## config.mk

```make
export PLATFORM = sky130hd
export DESIGN_NAME = solar_monitor_mc
export DESIGN_NICKNAME = d
export VERILOG_FILES = /design/src/rtl/solar_monitor_mc.sv
export SDC_FILE = /design/constraint.sdc
export NUM_CORES = 1
export LEC_CHECK = 0
export CORE_MARGIN = 2
export CORE_UTILIZATION = 40
export CTS_BUF_LIST = sky130_fd_sc_hd__clkbuf_8
export DETAILED_ROUTE_END_ITERATION = 6
export GPL_ROUTABILITY_DRIVEN = 0
export PLACE_DENSITY = 0.66
export SETUP_SLACK_MARGIN = 0.05
export SKIP_CTS_REPAIR_TIMING = 1
export SKIP_LAST_GASP = 1
export SLEW_MARGIN = 20
export SYNTH_ARGS = -nofsm -noshare
export SYNTH_HDL_FRONTEND = slang
export SYNTH_SLANG_ARGS = --single-unit
export TNS_END_PERCENT = 20
```

## constraint.sdc

```tcl
create_clock -name wb_clk_i -period 3.3 [get_ports wb_clk_i]
set_input_delay 0.66 -clock wb_clk_i [delete_from_list [all_inputs] [get_ports wb_clk_i]]
set_output_delay 0.66 -clock wb_clk_i [all_outputs]
set_load 0.02 [all_outputs]
```

## src/rtl/solar_monitor_mc.sv

```systemverilog
// Multi-channel solar panel monitor: per-channel windowed mean or peak-hold,
// with a sticky low-output fault raised after FAULT_CNT consecutive low windows.
module solar_monitor_mc #(
  parameter int NCH       = 4,
  parameter int SW        = 8,
  parameter int AVG_LOG2  = 2,
  parameter int FAULT_CNT = 3,
  localparam int CW       = (NCH > 1) ? $clog2(NCH) : 1
) (
  input  logic              wb_clk_i,
  input  logic              wb_rst_ni,
  input  logic              sample_valid_i,
  input  logic [CW-1:0]     sample_ch_i,
  input  logic [SW-1:0]     sample_i,
  input  logic              mode_i,
  input  logic [SW-1:0]     thresh_i,
  input  logic [NCH-1:0]    clear_i,
  output logic [NCH*SW-1:0] result_o,
  output logic              done_o,
  output logic [CW-1:0]     done_ch_o,
  output logic [NCH-1:0]    fault_o,
  output logic              any_fault_o
);

  localparam int AW                 = SW + AVG_LOG2;  // wide enough for a full window sum
  localparam int NW                 = (AVG_LOG2 > 0) ? AVG_LOG2 : 1;
  localparam logic [NW-1:0] LAST_CNT = NW'((1 << AVG_LOG2) - 1);
  localparam logic [3:0] FAULT_MAX  = 4'(FAULT_CNT);

  // Per-channel state
  logic [AW-1:0]  r_acc    [NCH];
  logic [SW-1:0]  r_peak   [NCH];
  logic [NW-1:0]  r_cnt    [NCH];
  logic [SW-1:0]  r_result [NCH];
  logic [3:0]     r_low    [NCH];
  logic [NCH-1:0] r_mode;
  logic [NCH-1:0] r_fault;
  logic           r_done;
  logic [CW-1:0]  r_done_ch;

  // Next-state helpers
  logic [NCH-1:0] w_hit, w_last, w_mode, w_set;
  logic [AW-1:0]  w_sum      [NCH];
  logic [SW-1:0]  w_peak     [NCH];
  logic [SW-1:0]  w_res      [NCH];
  logic [3:0]     w_low_next [NCH];
  logic [CW-1:0]  w_done_ch;

  // Decode the sample to its channel and precompute each channel's window update
  always_comb begin
    w_done_ch = '0;
    for (int k = 0; k < NCH; k++) begin
      // Out-of-range channel indices match no k, so they are silently dropped.
      w_hit[k]  = sample_valid_i && (sample_ch_i == CW'(k));
      w_last[k] = w_hit[k] && (r_cnt[k] == LAST_CNT);
      // The first sample of a window sees mode_i directly; later ones use the latch.
      w_mode[k] = (r_cnt[k] == '0) ? mode_i : r_mode[k];
      w_sum[k]  = r_acc[k] + AW'(sample_i);
      w_peak[k] = (sample_i > r_peak[k]) ? sample_i : r_peak[k];
      w_res[k]  = w_mode[k] ? w_peak[k] : SW'(w_sum[k] >> AVG_LOG2);
      if (w_res[k] < thresh_i)
        w_low_next[k] = (r_low[k] >= FAULT_MAX) ? FAULT_MAX : r_low[k] + 4'd1;
      else
        w_low_next[k] = '0;
      w_set[k] = w_last[k] && (w_low_next[k] == FAULT_MAX);
      if (w_last[k]) w_done_ch = CW'(k);
    end
  end

  // Accumulate samples, close windows and publish results
  always_ff @(posedge wb_clk_i or negedge wb_rst_ni) begin
    if (!wb_rst_ni) begin
      // NOTE: per-channel arrays are cleared by reset, so they must stay flip-flops
      // (a RAM cannot clear every entry asynchronously).
      for (int k = 0; k < NCH; k++) begin
        r_acc[k]    <= '0;
        r_peak[k]   <= '0;
        r_cnt[k]    <= '0;
        r_result[k] <= '0;
      end
      r_mode    <= '0;
      r_done    <= 1'b0;
      r_done_ch <= '0;
    end else begin
      // NOTE: non-blocking assignments keep every channel reading pre-edge state.
      r_done <= |w_last;
      if (|w_last) r_done_ch <= w_done_ch;
      for (int k = 0; k < NCH; k++) begin
        if (w_hit[k]) begin
          if (r_cnt[k] == '0) r_mode[k] <= mode_i;
          if (w_last[k]) begin
            r_acc[k]    <= '0;
            r_peak[k]   <= '0;
            r_cnt[k]    <= '0;
            r_result[k] <= w_res[k];
          end else begin
            r_acc[k]  <= w_sum[k];
            r_peak[k] <= w_peak[k];
            r_cnt[k]  <= r_cnt[k] + NW'(1);
          end
        end
      end
    end
  end

  // Track consecutive low windows and the sticky fault; a setting window beats clear
  always_ff @(posedge wb_clk_i or negedge wb_rst_ni) begin
    if (!wb_rst_ni) begin
      for (int k = 0; k < NCH; k++) r_low[k] <= '0;
      r_fault <= '0;
    end else begin
      for (int k = 0; k < NCH; k++) begin
        if (w_set[k]) begin
          r_fault[k] <= 1'b1;
          r_low[k]   <= FAULT_MAX;
        end else if (clear_i[k]) begin
          r_fault[k] <= 1'b0;
          r_low[k]   <= '0;
        end else if (w_last[k]) begin
          r_low[k] <= w_low_next[k];
        end
      end
    end
  end

  for (genvar k = 0; k < NCH; k++) begin : g_result
    assign result_o[k*SW +: SW] = r_result[k];
  end

  assign done_o      = r_done;
  assign done_ch_o   = r_done_ch;
  assign fault_o     = r_fault;
  assign any_fault_o = |r_fault;

endmodule
```

# Word-level counts from Yosys, hierarchy flattened
# Cells that the tools add are included.
[word_totals] register_bits=139 inputBits=26 out_inout_bits=40 word_cells=151
[classes] addsub=12 n_lt_le_gt_ge=12 eq_ne=11 n_mux=55 n_reduce_logical=31
[op_table] op="$mux W8" n=12
[op_table] op="$mux W4" n=20
[op_table] op="$add A10 B8 Y10" n=4
[op_table] op="$mux W10" n=4
[op_table] op="$gt A8 B8 Y1" n=4
[op_table] op="$lt A8 B8 Y1" n=4
[op_table] op="$add A4 B1 Y4 const B" n=4
[op_table] op="$eq A4 B2 Y1 const B" n=4
[op_table] op="$ge A4 B2 Y1 const B" n=4
[op_table] op="$mux W1" n=13
[op_table] op="$eq A2 B2 Y1 const B" n=6
[op_table] op="$logic_and A1 B1 Y1" n=12
[op_table] op="$mux W2" n=6
[op_table] op="$reduce_bool A3 Y1" n=4
[op_table] op="$logic_not A2 Y1" n=5
[op_table] op="$add A2 B1 Y2 const B" n=4
[op_table] op="$reduce_and A2 Y1" n=4
[op_table] op="$reduce_bool A2 Y1" n=4
[op_table] op="$reduce_or A4 Y1" n=2
[op_table] op="$eq A2 B1 Y1 const B" n=1

# Logic depth before layout (Yosys ltp)
# Gate-level depths: netlist of the first run.
[logic_depth] depth_word=8 mapped_depth=16 mapped_depth_nobuf=16

# Worst setup path after synthesis of the first run
# Ideal clock, no wire load.
[synth_timing] path_type="input to register" from="input port sample_i[1]" to="register r_low[4] (netlist bit)" setup_ns=0.076 arrival_time_ns=3.534 required_ns=3.224 path_slack_ns=-0.311 cell_stages=15 n_path_buf=1 cell_sequence="ha_1 -> nor2b_1 -> o211a_1 -> or4_4 -> buf_6 -> a21oi_1 -> a21oi_1 -> mux2i_1 -> ha_1 -> a211oi_1 -> o21ai_1 -> or3b_1 -> o31ai_1 -> a31oi_1 -> o21ai_1"
[synth_lines] element="from (decl)" line_no="14" rtl="input logic [SW-1:0] sample_i,"
[synth_lines] element="to (signal, indexed assignment)" line_no="120" rtl="r_low[k] <= w_low_next[k];"
[synth_lines] element="to (decl)" line_no="35" rtl="logic [3:0] r_low [NCH];"

==> results of run 1 <==
-- critical path: cells and delay by family --
family                     cells  cell delay (ns)
adders and majority gates      2             0.52
AOI/OAI and AO/OA              5             0.89
buffers and inverters          4             0.74
muxes                          1             0.15
xor gates and xnor gates       1             0.28
and+or+nand+nor                3             0.59
-- metrics by stage --
step                      power (mW)  setup WS [ns]  utilization [%]  hold slack (ns)  cell area (sq um)
final                           12.3         -0.183             57.1            0.175              13400
after floorplan                 6.68         -0.227                -            0.364               9580
after global placement          9.82          -1.07             52.6            0.463              12400
after detailed placement        9.99          -1.15             52.6            0.465              12400
after global routing            13.2         -0.454             57.1            0.207              13400
after CTS                       11.6         -0.663             54.4            0.185              12800
-- kinds of logic after synthesis --
family,Yosys count,share of synthesized area (%)
AOI/OAI and AO/OA,338,23.7
xor gates and xnor gates,31,2.84
adders and majority gates,108,14.5
buffers and inverters,94,3.91
DFF,139,36.4
muxes,45,4.88
and+or+nand+nor,271,13.7
-- final cells by class --
type / instances / area share [%]
Clock inverter: 14 / 1.26
Multi-Input combinational cell: 793 / 45.8
Tap cell: 319 / 2.98
Timing Repair Buffer: 322 / 20.4
Clock buffer: 18 / 1.85
Inverter: 63 / 1.79
Sequential cell: 139 / 26.0
-- registers in the layout, summed over array words and instances (netlist names) --
signal,count
done_o,1
r_cnt,8
result_o,32
r_mode,4
done_ch_o,2
r_low,16
fault_o,4
r_peak,32
r_acc,40
-- per-layer routing --
layer  vias up  global-route usage (%)  routed length [um]
li1       4435                       -                   -
met1      4522                    33.7               13800
met2       317                    40.7               14800
met3        75                    3.81                1960
met4         0                    9.22                1130
met5         -                       0                   0
-- worst max path at each step --
| stage | start | slack (ns) | end |
|---|---|---|---|
| 2_1_floorplan | sample_i[5] | -0.23 | r_low[4] |
| 3_3_place_gp | sample_i[5] | -1.07 | r_low[5] |
| 3_5_place_dp | sample_i[0] | -1.15 | fault_o[3] |
| 4_1_cts | sample_i[0] | -0.66 | fault_o[2] |
| 5_1_grt | r_peak[14] | -0.45 | r_low[5] |
| 6_report | sample_i[6] | -0.18 | fault_o[0] |
-- placed cells by master (no fill, tap or decap), types with 9 or more instances in the layout --
cell type | netlist | layout
o21ai_1 | 3 | 13
xor2_1 | 15 | 12
a22oi_1 | 9 | 9
mux2_2 | 12 | 12
nor2_1 | 48 | 47
nand2b_1 | 11 | 11
a22o_1 | 28 | 28
nand3_1 | 20 | 18
nand2_1 | 113 | 113
o21ai_0 | 89 | 79
nand4_1 | 16 | 16
o22ai_1 | 11 | 10
ha_1 | 104 | 93
xnor2_1 | 16 | 14
clkbuf_8 | 0 | 18
a21oi_1 | 66 | 55
buf_4 | 2 | 244
mux2i_1 | 33 | 23
nor3_1 | 11 | 10
o221ai_1 | 12 | 12
a21o_1 | 22 | 21
inv_1 | 63 | 60
dfrtp_1 | 139 | 139
clkdlybuf4s50_1 | 0 | 56
a21oi_2 | 1 | 12
o211ai_1 | 15 | 15
-- power by group through the flow --
stage               sequential, mW  clock, mW  combinational, mW
floorplan                     2.91          0               3.77
global placement              2.76          0               7.05
detailed placement            2.77          0               7.21
CTS                           2.76       1.55               7.26
global route                  2.87       1.61               8.75
finish                        2.79       1.54               8.00
==> key figures, run 1 <==
Logic synthesis
  – EDFF count, synth: 0
  – Yosys top cell by area: dfrtp_1
  – Post-synth top area share: between 30 and 40%
  – Yosys reg bits: 139
  – Most frequent cell after synthesis: dfrtp_1
  – Ys flop type: dfrtp_1
  – Seq/Total Area, Yosys: 36.4%
  – Synth Area per Inst: 9.30 sq um
  – Synthesis Warnings: 0
  – Synth cell types: 74
  – Post-Synthesis Cells: 1,026
  – Post-synth top cells: dfrtp_1 (139), nand2_1 (113), ha_1 (104), o21ai_0 (89), a21oi_1 (66)
  – Post-Syn Area: 9540 sq um
  – Asr flop ratio synth: 100%
  – Top area cells in the synthesized netlist: dfrtp_1 (36%), ha_1 (14%), o21ai_0 (4.7%)
  – Synthesized Nets: between 1k and 1.5k

STA
  – Final hold violations: 0
  – Clock skew: 0.0126 ns
  – RSZ-0062 raised after global routing: true
  – Rel. slew slack: a little under three fifths
  – Highest clock rate: roughly 290 MHz
  – Worst setup margin: -0.183 ns
  – Final number of max-transition violations: 0
  – Final setup violation count: 12
  – Setup_tns: -1.57 ns
  – Minimum clock period: 3.48 ns
  – Final Cycle Share: 106%
  – Measured slew at the worst slew-check pin: 0.647 ns

CTS
  – # H-tree levels: 4
  – Root buffer cell: clkbuf_8
  – CTS clk-pin slew, worst paths: 0.09 ns
  – Total CTS buffers: 17
  – CTS tree: built
  – Worst skew pair latency: 0.47 ns
  – CTS Sinks: about 140
  – Clk buf depth: 2

Die
  – Die width: about 160 um
  – Core Rows: 56
  – IO Pins: 66
  – Initial core utilization: about two fifths
  – Core area: 23,500 sq um
  – DIE AREA: between 20,000 and 30,000 sq um
  – Die Y-Extent: ~160 um

Critical path
  – Worst setup SP type: primary input
  – Reg2Reg Capture Point: r_low[5]
  – Worst-path cell chain: dlymetal6s2s_1, buf_4, buf_4, ha_1, or3_1, o21bai_1, a21oi_1, xor2_1, mux2i_1, ha_1, nand4_1, o22ai_1, nor3_2, buf_4, a32oi_1, o21ai_0
  – CP max stage cell: or3_1
  – CP Capture Type: flip-flop
  – RR Startpoint: r_peak[13]
  – Worst-path maximum fanout: 6
  – Worst endpoint required time: 3.65 ns
  – Critical path class: primary input to flip-flop
  – CP most frequent cell: buf_4
  – Worst Reg-to-Reg Cells: 15
  – CP arrival: 3.83 ns
  – Setup slack, reg-to-reg: -0.16 ns
  – CP peak stage delay: 0.42 ns

Global routing
  – Vias in the first global route: 9,186
  – First-pass GRT wire length: 48,200 um
  – GRT overflow: 0
  – Total track usage: approximately 25%
  – Initial antenna violation count: 0
  – Largest net degree at the start of global routing: 65

Worst hold path
  – Min-delay worst type: primary input to async pin

Power
  – Sw frac: a little over two fifths
  – VDD IR-drop max: between 300 and 400 uV
  – Static Leak: about 6.4 nW
  – P per Cell Area: slightly above 900 nW/um^2
  – P_int: between 7 and 8 mW
  – Clock share of power: 12.5%
  – Sequential share of power: 22.6%
  – Sw Pwr: 5.19 mW
  – Comb power frac: between 60 and 70%

Drt
  – Post-DRT Antenna Nets: 0
  – Vias/cell: 5.60
  – DR DRC count: 0
  – Avg WL per Cell: 19.0 um
  – Vias: approximately 9.3k
  – TritonRoute pass-1 iters: 5
  – Total length of routed wires: 31,700 um
  – Initial drt markers: ~940

Finish
  – # nets final: 1,470
  – Final cell count without fillers: 1,668
  – Reg area: 3480 sq um
  – Area growth syn-to-layout: 40.4%
  – Area of the multi-input gates: 6140 sq um
  – Fillers: 2,021
  – Antenna diodes: 0
  – Layout cells sized above 1: between 20% and 30%

Placed design
  – DP Cell Count: 1,617
  – I/O Buffers: between 60 and 70
  – Post-DP HPWL: 22,700 um

Outcome
  – Failing checks: setup timing
  – Status: finished, violations left

Job
  – Max cap viols: 0
Note: power is estimated with default switching activity, not from simulation.
==> run 2, diff against run 1 <==
--- a/config.mk
+++ b/config.mk
@@ -8,13 +8,14 @@
 export CORE_MARGIN = 2
 export CORE_UTILIZATION = 40
 export CTS_BUF_LIST = sky130_fd_sc_hd__clkbuf_8
+export CTS_CLUSTER_SIZE = 28
 export DETAILED_ROUTE_END_ITERATION = 6
 export GPL_ROUTABILITY_DRIVEN = 0
 export PLACE_DENSITY = 0.66
 export SETUP_SLACK_MARGIN = 0.05
 export SKIP_CTS_REPAIR_TIMING = 1
 export SKIP_LAST_GASP = 1
-export SLEW_MARGIN = 20
+export SLEW_MARGIN = 10
 export SYNTH_ARGS = -nofsm -noshare
 export SYNTH_HDL_FRONTEND = slang
 export SYNTH_SLANG_ARGS = --single-unit
==> results of run 2 <==
The final DEF is identical to that of run 1; final timing and power are the same.
==> run 3, diff against run 2 <==
--- a/config.mk
+++ b/config.mk
@@ -11,7 +11,7 @@
 export CTS_CLUSTER_SIZE = 28
 export DETAILED_ROUTE_END_ITERATION = 6
 export GPL_ROUTABILITY_DRIVEN = 0
-export PLACE_DENSITY = 0.66
+export PLACE_DENSITY_LB_ADDON = 0.15
 export SETUP_SLACK_MARGIN = 0.05
 export SKIP_CTS_REPAIR_TIMING = 1
 export SKIP_LAST_GASP = 1
==> key figures, run 3 (same netlist as run 1, synthesis figures left out) <==
Power
  – P per Cell Area: 890 nW/um^2 (was 921 nW/um^2)
  – Static Leak: 6.38 nW (about the same)
  – VDD IR-drop max: 401 uV (was 382 uV)

Global routing
  – Met2 usage in global routing: 41.7% (was 40.7%)
  – GRT Max-Usage Layer: met2 (unchanged)
  – First-pass GRT wire length: 48,400 um (was 48,200 um)
  – GRT overflow: 0 (unchanged)
  – GR Layer Usage met3: 4.06% (was 3.81%)
  – Initial antenna violation count: 0 (unchanged)
  – Total track usage: 25.2% (was 25.0%)
  – Met1 GRT Util: 34.3% (was 33.7%)
  – Vias in the first global route: 9,012 (was 9,186)
  – Largest net degree at the start of global routing: 60 (was 65)

Finish
  – Area growth syn-to-layout: 38.6% (was 40.4%)
  – # nets final: 1,480 (was 1,470)
  – Commonest cells after routing, fill and taps aside: buf_4 (257), dfrtp_1 (139), nand2_1 (111), ha_1 (98), o21ai_0 (80) (was buf_4 (244), dfrtp_1 (139), nand2_1 (113), ha_1 (93), o21ai_0 (79))
  – Max reg flops: 40 (unchanged)
  – Most common cell after layout, fill and taps aside: buf_4 (unchanged)
  – Layout cells sized above 1: 27.6% (was 29.0%)
  – Final Util: 56.3% (was 57.1%)
  – Final cell count without fillers: 1,676 (was 1,668)
  – Antenna diodes: 0 (unchanged)
  – Fillers: 2,120 (was 2,021)
  – Biggest register: r_acc (unchanged)

Outcome
  – Status: finished, violations left (unchanged)
  – Failing checks: setup timing (unchanged)

Critical path
  – CP max stage cell: or3b_4 (was or3_1)
  – Worst-path maximum fanout: 5 (was 6)
  – CP most frequent cell: o21ai_1 (was buf_4)
  – Critical path class: primary input to flip-flop (unchanged)
  – CP delay by family, top: compound AO/OA/AOI/OAI gates (unchanged)
  – Worst path bufs/invs: 2 (was 4)
  – Worst setup SP type: primary input (unchanged)
  – CP peak stage delay: 0.41 ns (was 0.42 ns)
  – CP arrival: 3.91 ns (was 3.83 ns)
  – Worst endpoint required time: 3.68 ns (was 3.65 ns)
  – CP Capture Type: flip-flop (unchanged)
  – Worst-path cell chain: dlymetal6s2s_1, ha_1, o21ai_1, nor2_2, nor4_4, buf_4, o21ai_0, a21oi_1, o21bai_1, ha_2, o21ai_1, o21ai_1, or3b_4, o31ai_4, a31oi_4, o22ai_2 (was dlymetal6s2s_1, buf_4, buf_4, ha_1, or3_1, o21bai_1, a21oi_1, xor2_1, mux2i_1, ha_1, nand4_1, o22ai_1, nor3_2, buf_4, a32oi_1, o21ai_0)

STA
  – Final Cycle Share: 107% (was 106%)
  – RSZ-0062 raised after global routing: true (unchanged)
  – Minimum clock period: 3.53 ns (was 3.48 ns)
  – Highest clock rate: 284 MHz (was 287 MHz)
  – Rel. slew slack: 57.7% (was 55.6%)
  – Final hold violations: 0 (unchanged)
  – Final number of max-transition violations: 0 (unchanged)
  – Clock skew: 0.0180 ns (was 0.0126 ns)
  – Measured slew at the worst slew-check pin: 0.616 ns (was 0.647 ns)
  – Final setup violation count: 12 (unchanged)
  – Worst setup margin: -0.225 ns (was -0.183 ns)

Placed design
  – Worst slack, placed: -1.27 ns (was -1.15 ns)
  – DP Cell Count: 1,629 (was 1,617)
  – I/O Buffers: 65 (unchanged)
  – Post-DP HPWL: 23,300 um (was 22,700 um)

Drt
  – Avg WL per Cell: 18.6 um (was 19.0 um)
  – TritonRoute pass-1 iters: 5 (unchanged)
  – DR DRC count: 0 (unchanged)
  – Vias/cell: 5.46 (was 5.60)
  – Post-DRT Antenna Nets: 0 (unchanged)
  – Total length of routed wires: 31,100 um (was 31,700 um)
  – Vias: 9,157 (was 9,349)
  – Initial drt markers: 668 (was 937)

CTS
  – CTS Sinks: 139 (unchanged)
  – # H-tree levels: 4 (unchanged)
  – Root buffer cell: clkbuf_8 (unchanged)
  – Total CTS buffers: 17 (unchanged)
  – Worst skew pair latency: 0.46 ns (was 0.47 ns)
  – CTS clk-pin slew, worst paths: 0.08 ns (was 0.09 ns)
  – Clk buf depth: 2 (unchanged)
  – CTS tree: built (unchanged)

Die
  – Initial core utilization: 40.7% (unchanged)
  – Core Rows: 56 (unchanged)
  – Core area: 23,500 sq um (unchanged)
  – Die Y-Extent: 158 um (unchanged)
  – DIE AREA: 25,100 sq um (unchanged)
  – IO Pins: 66 (unchanged)
  – Die width: 158 um (unchanged)

Worst hold path
  – Min-delay worst type: primary input to async pin (unchanged)

Job
  – Max cap viols: 0 (unchanged)
==> run 3: routing by layer <==
| metal | part of all wire, % | up-vias | routed length, um |
|---|---|---|---|
| li1 | - | 4441 | - |
| met1 | 47 | 4470 | 14500 |
| met2 | 47 | 201 | 14700 |
| met3 | 4.0 | 45 | 1240 |
| met4 | 2.0 | 0 | 631 |
| met5 | 0 | - | 0 |
==> run 3: final cells by class <==
class / count / area (sq um) / share of cell area [%]
well taps: 319 / 399 / 3.02
multi-input cells: 793 / 5990 / 45.3
flip-flops and latches: 139 / 3480 / 26.3
repair buffers: 332 / 2780 / 21.1
clock inverters: 12 / 87.6 / 0.662
clock buffers: 18 / 248 / 1.87
inverters: 63 / 240 / 1.82
==> run 3: final timing paths <==
check	from	cells past startpoint	endpoint	slack, ns
max in group asynchronous	wb_rst_ni	2	r_peak[5]	2.36
worst max-delay path	sample_i[7]	16	fault_o[2]	-0.23
worst min register to register	r_low[10]	1	r_low[10]	0.48
worst max register to register	r_peak[15]	16	fault_o[2]	-0.20
min in group wb_clk_i	r_low[10]	1	r_low[10]	0.48
worst min-delay path	wb_rst_ni	1	r_peak[15]	0.15
==> run 3: per-stage QoR <==
stage          power (mW)  hold WS [ns]  setup TNS, ns  area, sq um
5_1_grt              12.7         0.197          -3.83        13200
3_3_place_gp         9.95         0.462         -14.16        12500
3_5_place_dp         10.0         0.466         -14.66        12500
4_1_cts              11.4         0.183          -8.18        12800
2_1_floorplan        6.68         0.364          -1.23         9580
6_report             11.8         0.153          -1.87        13200
==> run 3: worst reg2reg max path: cells and delay by family, from the launching register on <==
kind / cells / cell delay [ns]
buf+inv: 2 / 0.22
fa+ha+maj: 2 / 0.60
compound gates: 9 / 1.40
flops: 1 / 0.36
simple gates: 3 / 0.85
==> run 3: power breakdown <==
part | switching [mW] | total (mW) | internal, mW
Sequential | 0.434 | 2.75 | 2.32
Clock | 0.706 | 1.30 | 0.589
Combinational | 3.79 | 7.73 | 3.94
Total | 4.93 | 11.8 | 6.84
